[config.mk]
export PLATFORM = sky130hd
export DESIGN_NAME = move_ctrl
export DESIGN_NICKNAME = d
export VERILOG_FILES = /design/src/rtl/move_ctrl.sv
export SDC_FILE = /design/constraint.sdc
export NUM_CORES = 1
export LEC_CHECK = 0
export CORE_ASPECT_RATIO = 0.5
export CORE_MARGIN = 1
export CORE_UTILIZATION = 45
export DETAILED_ROUTE_END_ITERATION = 16
export HOLD_SLACK_MARGIN = 0.05
export PLACE_DENSITY = 0.64
export REMOVE_ABC_BUFFERS = 1
export SYNTH_ARGS = -nofsm -noshare
export SYNTH_HDL_FRONTEND = slang
export SYNTH_SLANG_ARGS = --single-unit
[constraint.sdc]
create_clock -name clk -period 9.4 [get_ports clk]
set_clock_uncertainty 0.15 [all_clocks]
set_input_delay 1.88 -clock clk [delete_from_list [all_inputs] [get_ports clk]]
set_output_delay 1.88 -clock clk [all_outputs]
set_load 0.01 [all_outputs]
[src/rtl/move_ctrl.sv]
// move_ctrl: debounced button front end, cursor and move sequencer for the tic-tac-toe board.
// Define TURN_TIMER_EN to add the per-turn timeout auto-move and the timeout output.
module move_ctrl #(
  parameter int DEBOUNCE_CYCLES = 4,
  parameter int TURN_TIMEOUT = 1000
) (
  input  logic       clk,
  input  logic       reset_n,
  input  logic       btn_up,
  input  logic       btn_down,
  input  logic       btn_left,
  input  logic       btn_right,
  input  logic       btn_place,
  input  logic       btn_new,
  input  logic [8:0] valid,
  input  logic [1:0] game_state,
  output logic [1:0] row,
  output logic [1:0] col,
  output logic       set,
  output logic       board_reset,
  output logic       turn,
  output logic       illegal,
  output logic       busy,
  output logic       over
`ifdef TURN_TIMER_EN
  , output logic     timeout
`endif
);
  localparam int CW = $clog2(DEBOUNCE_CYCLES + 1);
  localparam logic [2:0] CLEAR = 3'd0, IDLE = 3'd1, ISSUE = 3'd2, WAIT = 3'd3, CHECK = 3'd4, OVER = 3'd5;
  logic [5:0] raw, s1, s2, level, ev;
  logic [5:0][CW-1:0] cnt;
  logic [2:0] state, state_nx;
  logic [1:0] row_nx, col_nx, row_mv, col_mv;
  logic [3:0] idx;
  logic bad;
`ifdef TURN_TIMER_EN
  logic [31:0] tcnt;
  logic [1:0] free_row, free_col;
  logic found, hit;
`endif
  assign raw = {btn_new, btn_place, btn_right, btn_left, btn_down, btn_up};
  assign idx = 4'd12 - 4'd3 * {2'b00, col} - {2'b00, row};
  assign set = state == ISSUE;
  assign board_reset = state == CLEAR;
  assign busy = state == ISSUE || state == WAIT || state == CHECK;
  assign over = state == OVER;
  assign turn = ~^valid;
  // An event fires on the sample that commits a new high level, so the FSM acts on that same edge
  always_comb begin
    ev = '0;
    for (int i = 0; i < 6; i++)
      ev[i] = s2[i] & ~level[i] & (cnt[i] == CW'(DEBOUNCE_CYCLES - 1));
  end
  always_ff @(posedge clk) begin
    if (!reset_n) begin
      s1 <= '0;
      s2 <= '0;
      level <= '0;
      cnt <= '0;
    end else begin
      s1 <= raw;
      s2 <= s1;
      for (int i = 0; i < 6; i++)
        if (s2[i] == level[i]) cnt[i] <= '0;
        else if (cnt[i] == CW'(DEBOUNCE_CYCLES - 1)) begin
          level[i] <= s2[i];
          cnt[i] <= '0;
        end else cnt[i] <= cnt[i] + 1'b1;
    end
  end
  assign row_mv = (ev[0] & ~ev[1]) ? (row == 2'd1 ? 2'd3 : row - 2'd1) :
                  (ev[1] & ~ev[0]) ? (row == 2'd3 ? 2'd1 : row + 2'd1) : row;
  assign col_mv = (ev[2] & ~ev[3]) ? (col == 2'd1 ? 2'd3 : col - 2'd1) :
                  (ev[3] & ~ev[2]) ? (col == 2'd3 ? 2'd1 : col + 2'd1) : col;
`ifdef TURN_TIMER_EN
  always_comb begin
    found = 1'b0;
    free_row = 2'd1;
    free_col = 2'd1;
    for (int k = 0; k < 9; k++)
      if (!found && !valid[8-k]) begin
        found = 1'b1;
        free_row = 2'(k % 3 + 1);
        free_col = 2'(k / 3 + 1);
      end
  end
`endif
  always_comb begin
    state_nx = state;
    row_nx = row;
    col_nx = col;
    bad = 1'b0;
`ifdef TURN_TIMER_EN
    hit = 1'b0;
`endif
    if (state == CLEAR) state_nx = IDLE;
    else if (state == IDLE) begin
      if (ev[5]) begin
        state_nx = CLEAR;
        row_nx = 2'd1;
        col_nx = 2'd1;
      end else if (ev[4]) begin
        if (valid[idx]) bad = 1'b1;
        else state_nx = ISSUE;
      end else if (|ev[3:0]) begin
        row_nx = row_mv;
        col_nx = col_mv;
      end
`ifdef TURN_TIMER_EN
      else if (tcnt == 32'(TURN_TIMEOUT - 1) && found) begin
        state_nx = ISSUE;
        row_nx = free_row;
        col_nx = free_col;
        hit = 1'b1;
      end
`endif
    end else if (state == ISSUE) state_nx = WAIT;
    else if (state == WAIT) state_nx = CHECK;
    else if (state == CHECK) state_nx = |game_state ? OVER : IDLE;
    else if (state == OVER && ev[5]) begin
      state_nx = CLEAR;
      row_nx = 2'd1;
      col_nx = 2'd1;
    end
  end
  always_ff @(posedge clk) begin
    if (!reset_n) begin
      state <= CLEAR;
      row <= 2'd1;
      col <= 2'd1;
      illegal <= 1'b0;
    end else begin
      state <= state_nx;
      row <= row_nx;
      col <= col_nx;
      illegal <= bad;
    end
  end
`ifdef TURN_TIMER_EN
  always_ff @(posedge clk) begin
    if (!reset_n || state == CLEAR || state_nx == ISSUE) tcnt <= '0;
    else if (state == IDLE) tcnt <= tcnt + 32'd1;
    timeout <= reset_n & hit;
  end
`endif
endmodule

# After elaboration in Yosys (flattened, before gate mapping)
# Cells that the tools add are included.
# Widths: inputs -> output; s select.
# op_classes
magnitude_cmp	1
div_mod_pow	0
n_bitwise	36
mul	1
n_addsub	12
n_shift	0
eq_ne	32
n_reduce_logical	28
mux	33
# op_table
op	count
$mux 2	20
$mux 3	9
$eq 3x2->1 const B	8
$not 1->1	20
$add 3x1->3 const B	6
$reduce_or 3->1	6
$and 1x1->1	16
$ne 4x4->1 const B	4
$reduce_and 8->1	2
$reduce_and 2->1	6
$ne 3x3->1 const B	3
$reduce_xnor 9->1	1
$eq 1x1->1	6
$eq 3x3->1 const B	2
$reduce_and 3->1	2
$reduce_bool 6->1	1
$lt 4x5->1 const B	1
$reduce_bool 5->1	1
$reduce_or 5->1	1
$add 2x1->2 const B	2
$bmux 1 s4	1
$eq 2x1->1 const B	2
$eq 2x2->1 const B	2
$mul 2x2->4 const A	1
other kinds (14)	20
# word_totals
n_memories	0
latch_bits	0
ff_bits	44
input_bits	19
word_cells	162
romBits	0
ram_bits	0

# Depth between registers and ports, before layout
# Gate-level depths: netlist of the first run.
# logic_depth
word_depth	11
mapped_depth	13
ltp_nobuf	13

# Worst setup path after synthesis of the first run
# No wires, ideal clock.
# synth_path
path_kind	input port to output port
startpoint	input valid[5]
endpoint	output turn
path_stages	4
t_arrival_ns	2.533
n_path_buf	0
slack_ns	4.837
path_cell_list	xnor2_1 -> xnor2_1 -> xnor2_1 -> xnor2_1
# synth_between
elab_chain_len	1
# synth_lines
item	line_no	text
start: declaration	15	input logic [8:0] valid,
$reduce_xnor 9->1	48	assign turn = ~^valid;
end: declaration	21	output logic turn,
# No other way between the ends.

# Worst setup path in the final report of the first run
# layout_path
startpoint	input valid[6]
endpoint	output turn
# The elaborated chain is that of the path after synthesis.

==> results.yml, run 1 <==
synthesis:
  ys_seq_elements: 44
  netlist_area_mm2: 0.00223
  synthArstFlopShare_pct: 0
  synth_top_area_share_pct: 39.5
  ys_warn_count: 0
  synth_edf_count: 0
  synth_top_cell_by_area: "dfxtp_1"
  ys_types: 32
  yosysSeqAreaShare_pct: 39.5
  synth_flop_cell: "dfxtp_1"
  syn_inst: 246
  avgSynthCellArea_um2: 9.07
  synth_area_leaders: "dfxtp_1, ha_1, mux2i_1"
die:
  initial_core_util_pct: 48.8
  io_pins: 29
  die_w_um: 102
  die_area_mm2: 0.00526
  core_area_mm2: 0.00457
  rows: 17
  die_y_um: 51.8
setup_path:
  crit_fanout: 2
  worst_setup_path_end_kind: "output port"
  cpPeakStageDelay_ns: 0.54
  r2r_cells: 12
  worst-r2r-setup-slack_ns: 6.10
  path_cells: "clkdlybuf4s50_1 -> xnor2_1 -> xnor2_1 -> xnor2_1 -> xnor2_1 -> clkdlybuf4s50_1"
  cpMostUsedCell: "xnor2_1"
  cp.depth: 6
  slowest_stage: "clkdlybuf4s50_1"
  crit_family: "buffers and inverters"
  timing.rr.end: "state[1]$_SDFFE_PP0P_"
  required_ns: 7.37
  rr_startpoint: "row[1]$_SDFFE_PN0P_"
  critPathLaunchType: "input pin"
  crit_arrival_ns: 3.50
  critPathKind: "in2out"
  crit_buf_inv: 2
route:
  wl_per_cell_um: 10.7
  vias_per_cell: 4.77
  dr_total_vias: 1636
  drt-total-wl_um: 3660
  ant_nets: 0
  drtIter0Drc: 45
  drc: 0
  drtPass1Iterations: 4
clocking:
  cts.clk_slew.worst_paths_ns: 0.09
  cts_buffers: 5
  cts_setup_buffers: 0
  clockBufferDepth: 2
  cts.htree.levels: 2
  cts_hold_buffers: 0
  root_buffer: "clkbuf_8"
  cts_tree: "done"
  cts_sinks: 44
  clk_latency_ns: 0.30
  cts-resized-gates: 0
placed_design:
  port_buffers: 28
  gp_congestion: 0.726
  place_area_mm2: 0.00258
  hpwlAfterDp_um: 2730
min_path:
  hold_path.startpoint: "cnt[9]$_SDFF_PP0_"
  holdPathStages: 1
  hold_class: "reg2reg"
  min_to: "cnt[9]$_SDFF_PP0_"
power_and_ir_drop:
  ir_drop_mv: 0.0861
  p_switching_w: 0.0000842
  powerDensity_mw_per_mm2: 140
  internal_power_w: 0.000292
  clkPwrFrac_pct: 39.1
  comb_power_share_pct: 9.5
  switching_share_pct: 22.4
  power_leakage_nw: 1.21
  seqPwrFrac_pct: 51.4
sta:
  fin_crit_ns: 5.53
  hold_violations: 0
  max_slew_margin_pct: 69.3
  maxSlewViolCount: 0
  worst_pin_slew_ns: 0.454
  min_period_over_period_pct: 58.8
  fmax_ghz: 0.181
  setup_viol: 0
  rsz0062_at_grt: "no"
  timing.hold.ws_ns: 0.270
  tns_ns: 0
global_route:
  first_global_vias: 1477
  grt_use_total_pct: 15.6
  grt_max_degree: 40
  grt.overflow.total: 0
  antenna_found_initial: 0
  grt_pass1_wl_um: 6230
finish:
  final_layout_size_suffix_gt1_share_pct: 5.05
  antenna_cells: 0
  fin_nets: 325
  area_delta_synth_final_pct: 20.8
  final_core_util_pct: 58.9
  stdcell_area_mm2: 0.00269
run:
  drv_cap: 0
status:
  status: "finished clean"
==> metal layers <==
metal / vias to the layer above / share of wire [%] / GRT usage, %
li1: 878 / - / -
met1: 725 / 52 / 19.0
met2: 27 / 42 / 26.0
met3: 6 / 4.6 / 4.97
met4: 0 / 1.1 / 5.80
met5: - / 0 / 0
==> power groups by stage <==
stage | clock (W) | sequential, W | combinational, W
2_1_floorplan | 0 | 0.000197 | 0.0000184
3_3_place_gp | 0 | 0.000198 | 0.0000353
3_5_place_dp | 0 | 0.000198 | 0.0000359
4_1_cts | 0.000151 | 0.000193 | 0.0000362
5_1_grt | 0.000161 | 0.000194 | 0.0000398
6_report | 0.000147 | 0.000193 | 0.0000357
==> cell usage after synthesis, drive strengths merged, types with 3 or more instances <==
| library cell | number |
|---|---|
| dfxtp | 44 |
| ha | 29 |
| inv | 26 |
| nand2 | 20 |
| nor2 | 20 |
| a21oi | 12 |
| and2 | 12 |
| mux2i | 10 |
| nor2b | 10 |
| and3 | 8 |
| xnor2 | 7 |
| a31oi | 6 |
| clkbuf | 6 |
| nand2b | 4 |
| o21ai | 4 |
| xor2 | 4 |
| nand3 | 3 |
| nor3 | 3 |
==> metrics by stage <==
step                      worst slack, ns  total power [W]  std cells
final                                3.87         0.000376        343
after global routing                 3.80         0.000395        343
after CTS                            3.86         0.000381        343
after detailed placement             3.86         0.000234        335
after global placement               3.88         0.000233        335
after floorplan                      4.84         0.000215        240
==> cell type report <==
| cell class | instances | area (µm²) |
|---|---|---|
| tap | 66 | 82.6 |
| fill | 416 | 1880 |
| clock buffer | 5 | 68.8 |
| sequential | 44 | 881 |
| inverter | 26 | 97.6 |
| timing repair buffer | 29 | 288 |
| multi-input combinational | 170 | 1230 |
| clock inverter | 3 | 46.3 |
==> layout by cell type (no fill, tap or decap), types with 2 or more instances in the layout <==
cell type,n
a211oi_1,2
a21oi_1,12
a31oi_1,6
and2_1,12
and3_1,8
clkbuf_8,5
clkdlybuf4s50_1,28
dfxtp_1,44
ha_1,29
inv_1,26
mux2_2,2
mux2i_1,10
nand2_1,20
nand2b_1,4
nand3_1,3
nor2_1,20
nor2b_1,10
nor3_1,3
nor3b_1,2
o21ai_0,4
or2_2,2
xnor2_1,7
xor2_1,4
==> registers in the layout, summed over array words and instances, names as in the netlist <==
| register | flops |
|---|---|
| cnt | 18 |
| col | 2 |
| illegal | 1 |
| level | 6 |
| row | 2 |
| s1 | 6 |
| s2 | 6 |
| state | 3 |
==> cells by family after synthesis <==
group / Yosys count / synth area share (%)
AOI/OAI and AO/OA: 29 / 7.80
buffers and inverters: 32 / 5.38
adders and majority gates: 30 / 17.2
muxes: 12 / 5.50
xor gates and xnor gates: 11 / 4.32
and+or+nand+nor: 88 / 20.4
DFF: 44 / 39.5
==> worst reg2reg max path: cells and delay by family (launching register included) <==
| kind | cells | cell delay [ns] |
|---|---|---|
| adder cells (fa/ha/maj) | 4 | 1.19 |
| AO/OA/AOI/OAI | 3 | 0.84 |
| flip-flops | 1 | 0.45 |
| AND/OR/NAND/NOR | 1 | 0.36 |
| buffers and inverters | 4 | 0.25 |
==> how the worst max path moves through the flow <==
stage,endpoint,startpoint
2_1_floorplan,turn,valid[5]
3_3_place_gp,turn,valid[5]
3_5_place_dp,turn,valid[6]
4_1_cts,turn,valid[6]
5_1_grt,turn,valid[8]
6_report,turn,valid[6]
(Power assumes the default switching activity.)
==> run 2: changes to the inputs <==
==> constraint.sdc (replaced) <==
create_clock -name clk -period 5.5 [get_ports clk]
set_clock_uncertainty 0.15 [all_clocks]
set_input_delay 1.1 -clock clk [delete_from_list [all_inputs] [get_ports clk]]
set_output_delay 1.1 -clock clk [all_outputs]
set_load 0.01 [all_outputs]
==> run 2 against run 1 <==
- critical path depth unchanged
- setup slack got worse by 2.4 ns
- combinational power up 72%
- first-iteration DRC count unchanged
- cell count unchanged
- clock-buffer cell count is 1 higher
- non-clock buffer count did not move
- via count rose by 2.2%
- utilization grew 0.14 points
- critical path type unchanged
- critical endpoint unchanged
- largest cell class unchanged
- largest power group unchanged
- highest routed layer unchanged
==> results.yml, run 2 (synthesized netlist as in run 1, its figures left out) <==
clocking:
  cts_setup_buffers: 0
  root_buffer: "clkbuf_8"
  cts.htree.levels: 2
  clockBufferDepth: 2
  cts-resized-gates: 0
  cts.clk_slew.worst_paths_ns: 0.08
  clk_latency_ns: 0.30
  cts_sinks: 44
  cts_tree: "done"
  cts_buffers: 5
  cts_hold_buffers: 0
run:
  drv_cap: 0
finish:
  antenna_cells: 0
  top_register: "cnt"
  final_layout_size_suffix_gt1_share_pct: 5.05
  final_common_cell: "dfxtp_1"
  largest_reg_flops: 18
  fillers: 431
  area_delta_synth_final_pct: 21.0
  stdcell_area_mm2: 0.00270
  fin_nets: 325
  final_cell_mix: "dfxtp_1, ha_1, clkdlybuf4s50_1"
die:
  die_area_mm2: 0.00526
  io_pins: 29
  initial_core_util_pct: 48.8
  die_w_um: 102
  core_area_mm2: 0.00457
  die_y_um: 51.8
  rows: 17
power_and_ir_drop:
  powerDensity_mw_per_mm2: 241
  power_leakage_nw: 1.21
  ir_drop_mv: 0.111
global_route:
  grt_pass1_wl_um: 6290
  grt_max_degree: 24
  first_global_vias: 1493
  grt.overflow.total: 0
  antenna_found_initial: 0
  grt_use_total_pct: 15.7
sta:
  setup_viol: 0
  fin_crit_ns: 3.99
  hold_violations: 0
  worst_pin_slew_ns: 0.665
  min_period_over_period_pct: 72.6
  fmax_ghz: 0.250
  setup_slack_ns: 1.51
  tns_ns: 0
  max_slew_margin_pct: 55.5
  rsz0062_at_grt: "no"
  maxSlewViolCount: 0
setup_path:
  r2r_cells: 12
  worst_setup_path_end_kind: "output port"
  required_ns: 4.25
  crit_arrival_ns: 2.74
  crit_fanout: 2
  critPathKind: "in2out"
  critPathLaunchType: "input pin"
route:
  ant_nets: 0
  drtPass1Iterations: 4
  vias_per_cell: 4.87
  topRoutingLayerUsed: "met4"
  drt-total-wl_um: 3750
  met1_length_um: 1910
  dr_total_vias: 1672
  wl_met3_um: 180
  wl_met2_um: 1610
  drc: 0
  wl_per_cell_um: 10.9
  drtIter0Drc: 45
placed_design:
  pre_cts_slack_ns: 1.50
  hpwlAfterDp_um: 2820
  port_buffers: 28
  gp_congestion: 0.727
  place_area_mm2: 0.00258
status:
  status: "finished clean"
min_path:
  hold_class: "reg2reg"
  holdPathStages: 1
## run 2: changes by cell type in the layout (fill, tap and decap cells not counted), sizes merged
cell and delta:
clkbuf +1, clkinv +1, clkinvlp -1, inv -1
## run 2: layout make-up
class	instances	area, µm²	share of cell area [%]
Sequential cell	44	881	32.6
Clock inverter	2	38.8	1.44
Inverter	26	97.6	3.61
Multi-Input combinational cell	170	1230	45.6
Clock buffer	6	82.6	3.06
Tap cell	66	82.6	3.06
Timing Repair Buffer	29	288	10.7
## run 2: final timing paths
kind / start / endpoint / slack, ns
max: valid[5] / turn / 1.51
min: cnt[12]$_SDFF_PP0_ / cnt[12]$_SDFF_PP0_ / 0.27
max reg2reg: row[1]$_SDFFE_PN0P_ / state[1]$_SDFFE_PP0P_ / 2.23
min reg2reg: cnt[12]$_SDFF_PP0_ / cnt[12]$_SDFF_PP0_ / 0.27
## run 2: metrics by stage
stage	instances	total power, W	utilization (%)	hold slack (ns)
floorplan	240	0.000368	-	0.247
global placement	335	0.000398	56.4	0.255
detailed placement	335	0.000400	56.4	0.261
CTS	343	0.000658	59.0	0.272
global route	343	0.000682	59.0	0.284
finish	343	0.000651	59.0	0.270
## run 2: per-layer routing
layer  GRT usage [%]  up-vias
li1                -      876
met1            19.8      761
met2            25.5       31
met3            5.11        4
met4            5.31        0
met5               0        -
## run 2: critical path, stage by stage
cell	delay, ns
clkdlybuf4s50_1	0.44
xnor2_1	0.21
xnor2_1	0.15
xnor2_1	0.15
xnor2_1	0.13
clkdlybuf4s50_1	0.55
## run 2: where the power goes
part	switching, W	leakage, nW	internal, W
clock	0.000110	0.0614	0.000149
combinational	0.0000244	0.793	0.0000369
sequential	0.00000587	0.358	0.000325
==> run 3: changes to the inputs <==
==> constraint.sdc (replaced) <==
create_clock -name clk -period 4.15 [get_ports clk]
set_clock_uncertainty 0.15 [all_clocks]
set_input_delay 0.83 -clock clk [delete_from_list [all_inputs] [get_ports clk]]
set_output_delay 0.83 -clock clk [all_outputs]
set_load 0.01 [all_outputs]
==> run 3 against run 2 <==
- via count decreased by 0.60%
- clock power grew 28%
- global-route usage grew 0.35 points
- total power rose by 31%
- critical endpoint unchanged
- cell count unchanged
- die area unchanged
==> results.yml, run 3 (synthesized netlist as in run 1, its figures left out) <==
sta:
  tns_ns: 0
  setup_viol: 0
  fin_crit_ns: 3.47
  maxSlewViolCount: 0
  max_slew_margin_pct: 61.0
  worst_pin_slew_ns: 0.584
  hold_violations: 0
  fmax_ghz: 0.288
  rsz0062_at_grt: "no"
  min_period_over_period_pct: 83.7
  setup_slack_ns: 0.676
clocking:
  clk_latency_ns: 0.30
  cts_sinks: 44
  clockBufferDepth: 2
  cts_setup_buffers: 0
  cts_tree: "done"
  cts.htree.levels: 2
  cts_buffers: 5
  cts_hold_buffers: 0
  cts.clk_slew.worst_paths_ns: 0.08
  root_buffer: "clkbuf_8"
  cts-resized-gates: 0
finish:
  area_delta_synth_final_pct: 20.8
  top_register: "cnt"
  final_layout_size_suffix_gt1_share_pct: 5.05
  final_core_util_pct: 58.9
  antenna_cells: 0
  multi_input_area_mm2: 0.00123
  fin_nets: 325
  stdcell_area_mm2: 0.00269
  largest_reg_flops: 18
  fillers: 418
  seq_area_um2: 881
  final_common_cell: "dfxtp_1"
  final_cell_mix: "dfxtp_1, ha_1, clkdlybuf4s50_1"
route:
  wl_per_cell_um: 10.6
  drc: 0
  dr_total_vias: 1662
  vias_per_cell: 4.85
  drt-total-wl_um: 3650
  drtPass1Iterations: 4
  ant_nets: 0
  drtIter0Drc: 27
placed_design:
  hpwlAfterDp_um: 2800
  port_buffers: 28
  place_area_mm2: 0.00258
  gp_congestion: 0.707
  pre_cts_slack_ns: 0.644
die:
  initial_core_util_pct: 48.8
  core_area_mm2: 0.00457
  die_area_mm2: 0.00526
  die_w_um: 102
  rows: 17
  io_pins: 29
  die_y_um: 51.8
setup_path:
  worst_setup_path_end_kind: "output port"
  path_cells: "clkdlybuf4s50_1 -> xnor2_1 -> xnor2_1 -> xnor2_1 -> xnor2_1 -> clkdlybuf4s50_1"
  rr_startpoint: "row[1]$_SDFFE_PN0P_"
  worst-r2r-setup-slack_ns: 0.87
  required_ns: 3.17
  crit_arrival_ns: 2.49
  timing.rr.end: "state[1]$_SDFFE_PP0P_"
  critPathLaunchType: "input pin"
  crit_fanout: 2
  critPathKind: "in2out"
  cpPeakStageDelay_ns: 0.55
  r2r_cells: 12
  endpoint: "turn"
  cpMostUsedCell: "xnor2_1"
  slowest_stage: "clkdlybuf4s50_1"
  crit_start: "valid[7]"
power_and_ir_drop:
  ir_drop_mv: 0.156
  power_leakage_nw: 1.21
  p_total_w: 0.000852
  powerDensity_mw_per_mm2: 316
global_route:
  first_global_vias: 1609
  grt.overflow.total: 0
  grt_max_degree: 22
  grt_pass1_wl_um: 6530
  grt_use_total_pct: 16.0
  antenna_found_initial: 0
min_path:
  hold_class: "reg2reg"
  hold_path.startpoint: "cnt[15]$_SDFF_PP0_"
status:
  status: "finished clean"
run:
  drv_cap: 0
-- run 3: area by class of cell --
class	instances	area share, %
Timing Repair Buffer	29	10.7
Inverter	26	3.62
Clock buffer	5	2.55
Sequential cell	44	32.7
Clock inverter	3	1.72
Tap cell	66	3.07
Multi-Input combinational cell	170	45.7
-- run 3: per-stage QoR --
stage          std cells  hold slack (ns)
2_1_floorplan        240            0.247
3_3_place_gp         335            0.255
3_5_place_dp         335            0.263
4_1_cts              343            0.277
5_1_grt              343            0.295
6_report             343            0.273
-- run 3: power by group --
part	internal (W)	total [W]	switching, W
registers	0.000431	0.000438	0.00000736
clock network	0.000181	0.000332	0.000150
logic	0.0000488	0.0000820	0.0000332
total	0.000661	0.000852	0.000191
-- run 3: how the worst min path moves through the flow --
stage | endpoint | slack [ns] | cells past startpoint
3_3_place_gp | cnt[6]$_SDFF_PP0_ | 0.26 | 1
2_1_floorplan | cnt[0]$_SDFF_PP0_ | 0.25 | 1
5_1_grt | cnt[0]$_SDFF_PP0_ | 0.30 | 1
6_report | cnt[15]$_SDFF_PP0_ | 0.27 | 1
4_1_cts | cnt[9]$_SDFF_PP0_ | 0.28 | 1
3_5_place_dp | cnt[9]$_SDFF_PP0_ | 0.26 | 1
-- run 3: worst max-delay path, delay by kind of cell --
| family | cells | cell delay (ns) |
|---|---|---|
| XOR/XNOR | 4 | 0.67 |
| buffers and inverters | 2 | 0.98 |
-- run 3: routing by layer --
metal / GRT usage [%] / vias up / routed length, µm
met1: 19.2 / 757 / 1830
li1: - / 876 / -
met2: 27.8 / 25 / 1620
met3: 4.44 / 4 / 152
met5: 0 / - / 0
met4: 6.04 / 0 / 44
==> variant: new RTL, settings of run 3 <==
The option `TURN_TIMER_EN` is turned on by a define.
--- a/src/rtl/move_ctrl.sv
+++ b/src/rtl/move_ctrl.sv
@@ -1,4 +1,6 @@
 // move_ctrl: debounced button front end, cursor and move sequencer for the tic-tac-toe board.
 // Define TURN_TIMER_EN to add the per-turn timeout auto-move and the timeout output.
+`define TURN_TIMER_EN
+
 module move_ctrl #(
   parameter int DEBOUNCE_CYCLES = 4,
Behaviour (old outputs only; new: timeout): no difference found for any inputs over 10 cycles, from zero or initial values and one cycle with reset_n low; that may be too few to reach the edited logic, so the function may still have changed.
==> variant against run 3 <==
Worst setup slack got worse by 0.075 ns; synthesized cell count increased by 92%; first-iteration DRC count grew to 5.9 times the old value; cell area is 78% higher; sequential cell count is 33 higher; area after synthesis grew 85%; power increased by 87%; routed wire length grew 110%; sequential share of layout area is 0.50 points lower.
==> variant: results (changes against run 3) <==
[detailed_routing]
wire_per_inst_um=12.66  ; +19%
drtIter0Drc=160  ; +490%
vias_per_cell=5.352  ; +10%

[clock_network]
cts_buffer_depth=2  ; unchanged
cts_setup_buffers=0  ; unchanged
clk_latency_ns=0.33  ; +0.03 ns
path_clk_slew_ns=0.06  ; -0.02 ns
htree_levels=3  ; +1
cts_buffers=9  ; +4
cts_resized=0  ; unchanged
clockRootBuffer=clkbuf_16

[run_status]
status=complete, no violations

[finish]
final_common_cell=dfxtp_1
fin_nets=548  ; +69%
antenna_cells=0  ; unchanged
reg_top3=tcnt (32), cnt (18)
drive_above_1_share=0.06574  ; +0.01520

[min_path]
hold_class=flip-flop to flip-flop

[placement]
portBuffers=29  ; +3.6%
place.gp.congestion=0.8009  ; +13%
dpl.hpwl_um=5481  ; +96%
placed_area_um2=4512  ; +75%

[global_routing]
grt_max_degree=36  ; +64%
grt.total_usage=0.1807  ; +0.02035
grt_pass1_vias=2960  ; +84%
antenna_found_initial=0  ; unchanged
grt_pass1_wl_um=13730  ; +110%

[critical_path]
cp.arrival_ns=2.57  ; +0.08 ns
startpoint=valid[8]
r2r_cells=14  ; +2
reg2reg_to=state[1]
crit_path_max_fanout=5  ; +3
r2r-start=row[1]
reg2reg_slack_ns=0.71  ; -0.16 ns
crit_type=input port to primary output
critPathCapture=turn

[synthesis]
ys_seq_area_frac=0.3744  ; -0.02049
ys_top_cells_by_area=dfxtp_1 37%, ha_1 9.1%, xnor2_1 5.7%
synthArstFlopShare=0  ; unchanged
syn_inst=473  ; +92%
ys_types=62  ; +94%
synth_common_cells=77 x dfxtp_1, 41 x inv_1, 33 x nor3_1
yosys_warnings=0  ; unchanged

[sta]
tightest_slew_ns=0.5523  ; -0.03142 ns

[power_and_ir_drop]
peakVddDrop_uv=217.4  ; +40%
p_int_uw=1224  ; +85%
p_leak_uw=0.001731  ; +44%

[variant: cell types whose count changed after synthesis, sizes merged, moves of 10 or more]
| cell | before | now |
|---|---|---|
| inv | 26 | 41 |
| nor3 | 3 | 33 |
| dfxtp | 44 | 77 |
| xnor2 | 7 | 27 |
| o21ai | 4 | 14 |
| a211oi | 2 | 12 |
| nand3 | 3 | 13 |
| nor4 | 0 | 13 |
[variant: power by group through the flow]
stage / combinational [µW] / clock [µW] / sequential [µW]
2_1_floorplan: 61.6 / 0 / 770
3_3_place_gp: 111 / 0 / 771
3_5_place_dp: 112 / 0 / 772
4_1_cts: 113 / 745 / 755
5_1_grt: 124 / 779 / 756
6_report: 112 / 723 / 755
[variant: cell families (layout without fill, tap and decap cells)]
kind of cell / after synthesis / in the layout / share of synthesized area
buf+inv: 60 / 89 / 0.05834
simple gates: 191 / 191 / 0.2577
mux: 11 / 11 / 0.03008
compound gates: 74 / 74 / 0.1218
xor+xnor: 29 / 29 / 0.06168
flops: 77 / 77 / 0.3744
fa+ha+maj: 31 / 31 / 0.09602
[variant: metal layers]
| layer | part of all wire | routed length (µm) | track usage |
|---|---|---|---|
| met4 | 0.0066 | 52 | 0.04762 |
| met3 | 0.029 | 225 | 0.04605 |
| met5 | 0 | 0 | 0 |
| met2 | 0.45 | 3523 | 0.2862 |
| met1 | 0.51 | 4035 | 0.2433 |
[variant: how the worst min path moves through the flow]
stage	slack, ns	to	from	cells after the start
floorplan	0.25	cnt[15]	cnt[15]	1
global placement	0.26	cnt[15]	cnt[15]	1
detailed placement	0.26	cnt[3]	cnt[3]	1
CTS	0.27	cnt[3]	cnt[3]	1
global route	0.28	cnt[3]	cnt[3]	1
finish	0.27	cnt[12]	cnt[12]	1
[variant: layout make-up]
cell class	count	area, µm²
fillers	807	4011
multi-input cells	336	2350
flip-flops and latches	77	1541
repair buffers	33	320.3
clock buffers	10	239.0
inverters	41	153.9
well taps	117	146.4
clock inverters	5	36.28
[variant: through the flow]
step	setup slack [ns]	hold slack (ns)	instances	util
final	0.6003	0.2673	619	0.5441
after global routing	0.3920	0.2839	619	0.5441
after CTS	0.5870	0.2713	619	0.5441
after detailed placement	0.6006	0.2627	604	0.5128
after global placement	0.6191	0.2595	604	0.5128
after floorplan	0.4572	0.2474	454	-
[variant: worst max-delay path, cell delays in order]
cell	delay, ns
clkdlybuf4s50_1	0.49
xnor2_1	0.24
xnor2_1	0.16
xnor2_1	0.16
xnor2_1	0.14
clkdlybuf4s50_1	0.55
